## config.mk

```make
export PLATFORM = sky130hd
export DESIGN_NAME = pfb_32_frame_buffer
export DESIGN_NICKNAME = d
export VERILOG_FILES = /design/src/rtl/pfb_32_frame_buffer.sv
export SDC_FILE = /design/constraint.sdc
export NUM_CORES = 2
export LEC_CHECK = 0
export ABC_AREA = 1
export CELL_PAD_IN_SITES_DETAIL_PLACEMENT = 1
export CELL_PAD_IN_SITES_GLOBAL_PLACEMENT = 1
export CORE_ASPECT_RATIO = 0.7
export CORE_UTILIZATION = 52
export DETAILED_ROUTE_END_ITERATION = 10
export PLACE_DENSITY = 0.81
export SYNTH_ARGS = -nofsm -noshare
export SYNTH_HDL_FRONTEND = slang
export SYNTH_SLANG_ARGS = --single-unit
```

## constraint.sdc

```tcl
create_clock -name Clk -period 3.4 [get_ports Clk]
set_input_delay 0.68 -clock Clk [delete_from_list [all_inputs] [get_ports Clk]]
set_output_delay 0.68 -clock Clk [all_outputs]
set_load 0.05 [all_outputs]
```

## src/rtl/pfb_32_frame_buffer.sv

```systemverilog
// Ping-pong frame buffer: collects one 32-channel I/Q frame (index 31..0) and replays it
// back-to-back into the FFT. Optional macro PFB_32_FRAME_BUFFER_BIT_REVERSE_EN selects bit-reversed read order.
module pfb_32_frame_buffer #(
    parameter int DATA_WIDTH = 15
) (
    input  logic                         Clk,
    input  logic                         Rst,
    input  logic                         Input_valid,
    input  logic [4:0]                   Input_index,
    input  logic signed [DATA_WIDTH-1:0] Input_i,
    input  logic signed [DATA_WIDTH-1:0] Input_q,
    output logic                         Output_valid,
    output logic                         Output_last,
    output logic [4:0]                   Output_index,
    output logic signed [DATA_WIDTH-1:0] Output_i,
    output logic signed [DATA_WIDTH-1:0] Output_q,
    output logic                         Error_overflow,
    output logic                         Error_index_sequence
);

    localparam int EW = 2 * DATA_WIDTH;

    typedef enum logic [1:0] {W_SYNC, W_FILL, W_DROP} wr_state_t;
    typedef enum logic {R_IDLE, R_READ} rd_state_t;

    wr_state_t wr_state_q, wr_state_d;
    rd_state_t rd_state_q, rd_state_d;
    logic [4:0] exp_q, exp_d;
    logic       wr_bank_q, wr_bank_d;
    logic       rd_bank_q, rd_bank_d;
    logic [1:0] full_q, full_d;
    logic [4:0] rd_addr_q, rd_addr_d;
    logic       s1_valid_q, s1_valid_d;
    logic       s1_last_q, s1_last_d;
    logic [4:0] s1_index_q, s1_index_d;
    logic       out_valid_q, out_valid_d;
    logic       out_last_q, out_last_d;
    logic [4:0] out_index_q, out_index_d;
    logic [DATA_WIDTH-1:0] out_i_q, out_i_d;
    logic [DATA_WIDTH-1:0] out_q_q, out_q_d;
    logic       ovf_q, ovf_d;
    logic       seq_q, seq_d;

    logic       wr_en, set_full, clr_full, rd_issue, start_frame;
    logic [4:0] rd_index;

    logic [EW-1:0] mem [0:63];
    logic [EW-1:0] ram_rdata_q;

`ifdef PFB_32_FRAME_BUFFER_BIT_REVERSE_EN
    genvar gi;
    generate
        for (gi = 0; gi < 5; gi++) begin : g_rev
            assign rd_index[gi] = rd_addr_q[4-gi];
        end
    endgenerate
`else
    assign rd_index = rd_addr_q;
`endif

    // Writer: tracks the expected descending index; any mismatch resyncs on the next index 31.
    always_comb begin
        wr_state_d  = wr_state_q;
        exp_d       = exp_q;
        wr_bank_d   = wr_bank_q;
        wr_en       = 1'b0;
        set_full    = 1'b0;
        ovf_d       = 1'b0;
        seq_d       = 1'b0;
        start_frame = 1'b0;
        if (Input_valid) begin
            case (wr_state_q)
                W_SYNC: begin
                    if (Input_index == 5'd31) start_frame = 1'b1;
                    else                      seq_d       = 1'b1;
                end
                W_FILL: begin
                    if (Input_index == exp_q) begin
                        wr_en = 1'b1;
                        if (Input_index == 5'd0) begin
                            set_full   = 1'b1;
                            wr_bank_d  = ~wr_bank_q;
                            wr_state_d = W_SYNC;
                        end else begin
                            exp_d = exp_q - 5'd1;
                        end
                    end else begin
                        seq_d = 1'b1;
                        if (Input_index == 5'd31) start_frame = 1'b1;
                        else                      wr_state_d  = W_SYNC;
                    end
                end
                W_DROP: begin
                    if (Input_index == exp_q) begin
                        if (Input_index == 5'd0) wr_state_d = W_SYNC;
                        else                     exp_d      = exp_q - 5'd1;
                    end else begin
                        seq_d = 1'b1;
                        if (Input_index == 5'd31) start_frame = 1'b1;
                        else                      wr_state_d  = W_SYNC;
                    end
                end
                default: wr_state_d = W_SYNC;
            endcase
            if (start_frame) begin
                exp_d = 5'd30;
                if (full_q[wr_bank_q]) begin
                    ovf_d      = 1'b1;
                    wr_state_d = W_DROP;
                end else begin
                    wr_en      = 1'b1;
                    wr_state_d = W_FILL;
                end
            end
        end
    end

    always_comb begin
        rd_state_d = rd_state_q;
        rd_addr_d  = rd_addr_q;
        rd_bank_d  = rd_bank_q;
        rd_issue   = 1'b0;
        clr_full   = 1'b0;
        case (rd_state_q)
            R_IDLE: begin
                if (full_q[rd_bank_q]) begin
                    rd_state_d = R_READ;
                    rd_addr_d  = 5'd0;
                end
            end
            R_READ: begin
                rd_issue = 1'b1;
                if (rd_addr_q == 5'd31) begin
                    clr_full   = 1'b1;
                    rd_bank_d  = ~rd_bank_q;
                    rd_state_d = R_IDLE;
                end else begin
                    rd_addr_d = rd_addr_q + 5'd1;
                end
            end
        endcase
    end

    // Flags are updated from their registered values, so a same-cycle clear is not seen by the writer.
    always_comb begin
        full_d = full_q;
        if (set_full) full_d[wr_bank_q] = 1'b1;
        if (clr_full) full_d[rd_bank_q] = 1'b0;
    end

    always_comb begin
        s1_valid_d  = rd_issue;
        s1_last_d   = rd_issue && (rd_addr_q == 5'd31);
        s1_index_d  = rd_issue ? rd_index : 5'd0;
        out_valid_d = s1_valid_q;
        out_last_d  = s1_last_q;
        out_index_d = s1_index_q;
        out_i_d     = s1_valid_q ? ram_rdata_q[EW-1:DATA_WIDTH] : '0;
        out_q_d     = s1_valid_q ? ram_rdata_q[DATA_WIDTH-1:0]  : '0;
    end

    always_ff @(posedge Clk) begin
        if (wr_en) mem[{wr_bank_q, Input_index}] <= {Input_i, Input_q};
        if (rd_issue) ram_rdata_q <= mem[{rd_bank_q, rd_index}];
    end

    always_ff @(posedge Clk or posedge Rst) begin
        if (Rst) begin
            wr_state_q  <= W_SYNC;
            rd_state_q  <= R_IDLE;
            exp_q       <= 5'd31;
            wr_bank_q   <= 1'b0;
            rd_bank_q   <= 1'b0;
            full_q      <= 2'b00;
            rd_addr_q   <= 5'd0;
            s1_valid_q  <= 1'b0;
            s1_last_q   <= 1'b0;
            s1_index_q  <= 5'd0;
            out_valid_q <= 1'b0;
            out_last_q  <= 1'b0;
            out_index_q <= 5'd0;
            out_i_q     <= '0;
            out_q_q     <= '0;
            ovf_q       <= 1'b0;
            seq_q       <= 1'b0;
        end else begin
            wr_state_q  <= wr_state_d;
            rd_state_q  <= rd_state_d;
            exp_q       <= exp_d;
            wr_bank_q   <= wr_bank_d;
            rd_bank_q   <= rd_bank_d;
            full_q      <= full_d;
            rd_addr_q   <= rd_addr_d;
            s1_valid_q  <= s1_valid_d;
            s1_last_q   <= s1_last_d;
            s1_index_q  <= s1_index_d;
            out_valid_q <= out_valid_d;
            out_last_q  <= out_last_d;
            out_index_q <= out_index_d;
            out_i_q     <= out_i_d;
            out_q_q     <= out_q_d;
            ovf_q       <= ovf_d;
            seq_q       <= seq_d;
        end
    end

    assign Output_valid         = out_valid_q;
    assign Output_last          = out_last_q;
    assign Output_index         = out_index_q;
    assign Output_i             = out_i_q;
    assign Output_q             = out_q_q;
    assign Error_overflow       = ovf_q;
    assign Error_index_sequence = seq_q;

endmodule
```

==> summary.txt <==
Power and ir drop
  • Worst vdd ir: roughly 570 uV
  • Static leakage: between 30 and 40 nW
  • Clock network fraction of design power: about two fifths
  • Sw Ratio: 21.20%
  • Pwr Density: between 500 and 600 nW/um2
  • Part of the total power dissipated in combinational logic: about 2.2%
  • Cell Int Power: between 30 and 40 mW
  • Sequential power share: a little under three fifths
  • Switching power: 10.36 mW

Placed design
  • Placer's final routability congestion estimate: 0.9562
  • Total of buffers placed on input and output ports: between 70 and 80
  • Worst slack at placement: -0.05774 ns
  • Post-detail-place hpwl: 173800 um
  • DP Area: between 80000 and 90000 um2

Timing
  • Final Slew Violations: 0
  • Part of the cycle the worst path needs: 94.88%
  • Top achievable clock speed: 310.0 MHz
  • Count of endpoints failing hold in the final timing report: 0
  • Worst-margin pin slew: 1.222 ns
  • Number of setup violations in the final report: 0
  • Slew headroom: between 10% and 20%
  • Final Critical Period: 3.226 ns
  • Setup Skew: between 0.04 and 0.05 ns
  • Setup repair after global routing missed its margin: no
  • Minimum setup slack in the final design: roughly 0.17 ns
  • Final TNS setup: 0 ns

Yosys
  • Ys flop type: edfxtp_1
  • Count of distinct cell types in the synthesized netlist: 32
  • Number of enable flip-flop cells after synthesis: about 2000
  • Mean instance size in the synthesized netlist: approximately 12 um2
  • Most frequent cells after synthesis: 1950 x edfxtp_1, 1908 x nand2_1, 1218 x nand3_1, 317 x o21ai_0, 290 x nor2_1
  • Most frequently used cell type in the post-synthesis netlist: edfxtp_1
  • Area fraction of the dominant cell type after synthesis: between 70 and 80%
  • Top post-synthesis cells by area: edfxtp_1 73%, nand2_1 8.9%, nand3_1 7.6%
  • Post-synthesis instance area: around 80000 um2
  • Syn nets: ~6700
  • Gate count of the mapped netlist: roughly 6600
  • Flop and latch count out of synthesis: a little over 2000
  • Synthesis warning total: 0
  • Seq/Total Area, Yosys: roughly 75%
  • Dominant cell type by area after synthesis: edfxtp_1
  • Share of async-settable or async-resettable flops after synthesis: around 3.1%

Die
  • Die boundary height: about 330 um
  • Die width: ~470 um
  • Effective utilization at floorplan: between 50 and 60%
  • Core region area: approximately 150000 um2
  • Number of top-level pins: 77
  • Cell row count: between 100 and 150
  • Area enclosed by the die boundary: between 150000 and 200000 um2

Critical path
  • Required time of the worst setup path: slightly above 4 ns
  • Crit. Startpoint: rd_addr_q[0]$_DFFE_PP0P_
  • WP buf/inv: 2
  • Crit Path Category: flip-flop to flip-flop
  • Master of the slowest instance on the critical path: buf_4
  • Nature of the critical path endpoint: flip-flop
  • Number of gates on the worst path with buffers counted: 10
  • Critical register-to-register path startpoint: rd_addr_q[0]$_DFFE_PP0P_
  • Largest delay contributor family on the critical path: simple AND/OR/NAND/NOR gates
  • Cell Chain, Critical Path: inv_8 -> buf_4 -> nand2_1 -> nand3_1 -> nand3_1 -> nand2_1 -> nand2_1 -> nand3_1 -> nand3_1 -> nand2_1
  • Number of cell instances on the worst register-to-register path: 10
  • Maximum fanout encountered on the critical timing path: 87
  • Arrival time of the worst setup path: 3.93 ns
  • Type of element launching the critical path: flip-flop
  • Reg-to-reg setup timing slack: between 0.15 and 0.2 ns
  • Critical path's largest stage delay: between 0.7 and 0.8 ns

Global route
  • Peak-usage layer in the global routing report: met2
  • Grt ovf: 0
  • GRT Overall Usage: between 30 and 40%
  • Via count of the first global-routing pass: roughly 59000
  • Pin count of the biggest net entering global routing: approximately 140
  • GR met2 Demand/Resource: 56.60%
  • Global Route met1 Usage: a little under half
  • Antenna violations before repair: 30
  • Met3 global-route usage: between 10% and 20%
  • Wire length of the first global-routing pass: just over 400000 um

Route
  • Total Wirelength: roughly 290000 um
  • Via-per-instance ratio: around 6.4
  • 1st-pass router iterations: 7
  • Post-detailed-route count of antenna-violating nets: 0
  • DRC violations left: 0
  • Detail-routed net length per standard cell: 31.79 um
  • Count of routing violations after the opening detailed-route iteration: 8881
  • Number of vias after detailed routing: 57500

Clock network
  • Cts bufs inserted: between 150 and 200
  • Post-cts repair resize count: 0
  • Root Buffer Master: clkbuf_16
  • Post-CTS setup-driven buffer insertion count: 0
  • Clock transition at the registers of the reported paths: 0.06 ns
  • Number of buffers between clock root and the deepest sink: 3
  • TritonCTS clock tree: built
  • Post-CTS Hold Fix Bufs: 0
  • H-Tree Depth: 4
  • Clock latency reported for the late side of the worst-skew pair: approximately 0.86 ns
  • CTS Sinks: approximately 2000

Worst hold path
  • Kind of path behind the tightest hold check: input pin to async pin

Cells and area
  • Final standard cell area without fillers: 91870 um2
  • Fraction of final layout cells with drive strength greater than 1: between 10% and 20%
  • # fillers: 15080
  • Final nets: slightly below 7000
  • Area growth, synth to finish: 14.41%

Job
  • Max-capacitance violation count: 0

Status
  • Outcome: complete, no violations
## worst paths after layout
check                                       endpoint
max                        ram_rdata_q[21]$_DFFE_PP_
max reg2reg                ram_rdata_q[21]$_DFFE_PP_
min in group Clk                mem[40][0]$_DFFE_PP_
min                        Output_index[3]$_DFF_PP0_
min reg2reg                Output_index[3]$_DFF_PP0_
max in group asynchronous     Output_i[13]$_DFF_PP0_
## cell usage in the layout (no fill, tap or decap), types with 30 or more instances in the layout
master           netlist  routed
buf_12                 0     122
clkinv_1               2      37
clkbuf_1             245      45
a21oi_1              155     155
inv_1                164     162
edfxtp_1            1950    1950
clkinv_2               0      30
o21ai_0              317     317
clkdlybuf4s50_1        0      46
nor2_1               290     226
clkbuf_16              0     191
o22ai_1               90      90
nand2_1             1908    1908
nor2_4                 0      64
dfrtp_1               58      52
buf_4                 13     214
nand3_1             1218    1218
## final cells by class
| type | count | area (um2) | area share [%] |
|---|---|---|---|
| Antenna cell | 5 | 12.51 | 0.01362 |
| Clock buffer | 246 | 5086 | 5.536 |
| Clock inverter | 88 | 663.1 | 0.7218 |
| Inverter | 169 | 660.6 | 0.7191 |
| Multi-Input combinational cell | 4037 | 18190 | 19.80 |
| Sequential cell | 2013 | 60160 | 65.48 |
| Tap cell | 2013 | 2519 | 2.741 |
| Timing Repair Buffer | 397 | 4584 | 4.990 |
## power by group through the flow
stage          clock network (mW)  registers (mW)  logic [mW]
4_1_cts                      20.5            27.3        1.02
3_3_place_gp                    0            27.8       0.975
2_1_floorplan                   0            27.8       0.183
3_5_place_dp                    0            27.8        1.01
5_1_grt                      21.3            27.3        1.08
6_report                     20.5            27.3        1.07
## registers in the layout, summed over array words and instances (netlist names), 2 cells and up
name and cells:
mem 1920, ram_rdata_q 30, Output_i 15, Output_q 15
Output_index 5, exp_q 5, out_index_d 5, rd_addr_q 5
full_q 2, wr_state_q 2
## metal layers
metal / part of all wire (%) / wire, um
met2: 45 / 129500
met4: 5.2 / 14780
met5: 0.040 / 113
met1: 37 / 104600
met3: 13 / 36130
## per-stage QoR
step           power, mW  util [%]  instances  hold WS [ns]
3_5_place_dp       28.84     56.23       8629        0.3450
3_3_place_gp       28.80     56.23       8629        0.3353
4_1_cts            48.83     59.98       8963        0.2484
6_report           48.89     59.99       8968        0.2678
5_1_grt            49.67     59.99       8965        0.2864
2_1_floorplan      28.00         -       6644        0.3312
## kinds of logic (layout without fill, tap and decap cells)
kind of cell    Yosys count  count (layout)  synth area share, %
buf+inv                 594             900                3.055
simple gates           3443            3443                18.13
other cells               0               5                    0
fa+ha+maj                 6               6              0.09348
flops                  2013            2013                74.89
compound gates          584             584                3.783
xor+xnor                  4               4              0.04364
Note: power is estimated with default switching activity, not from simulation.
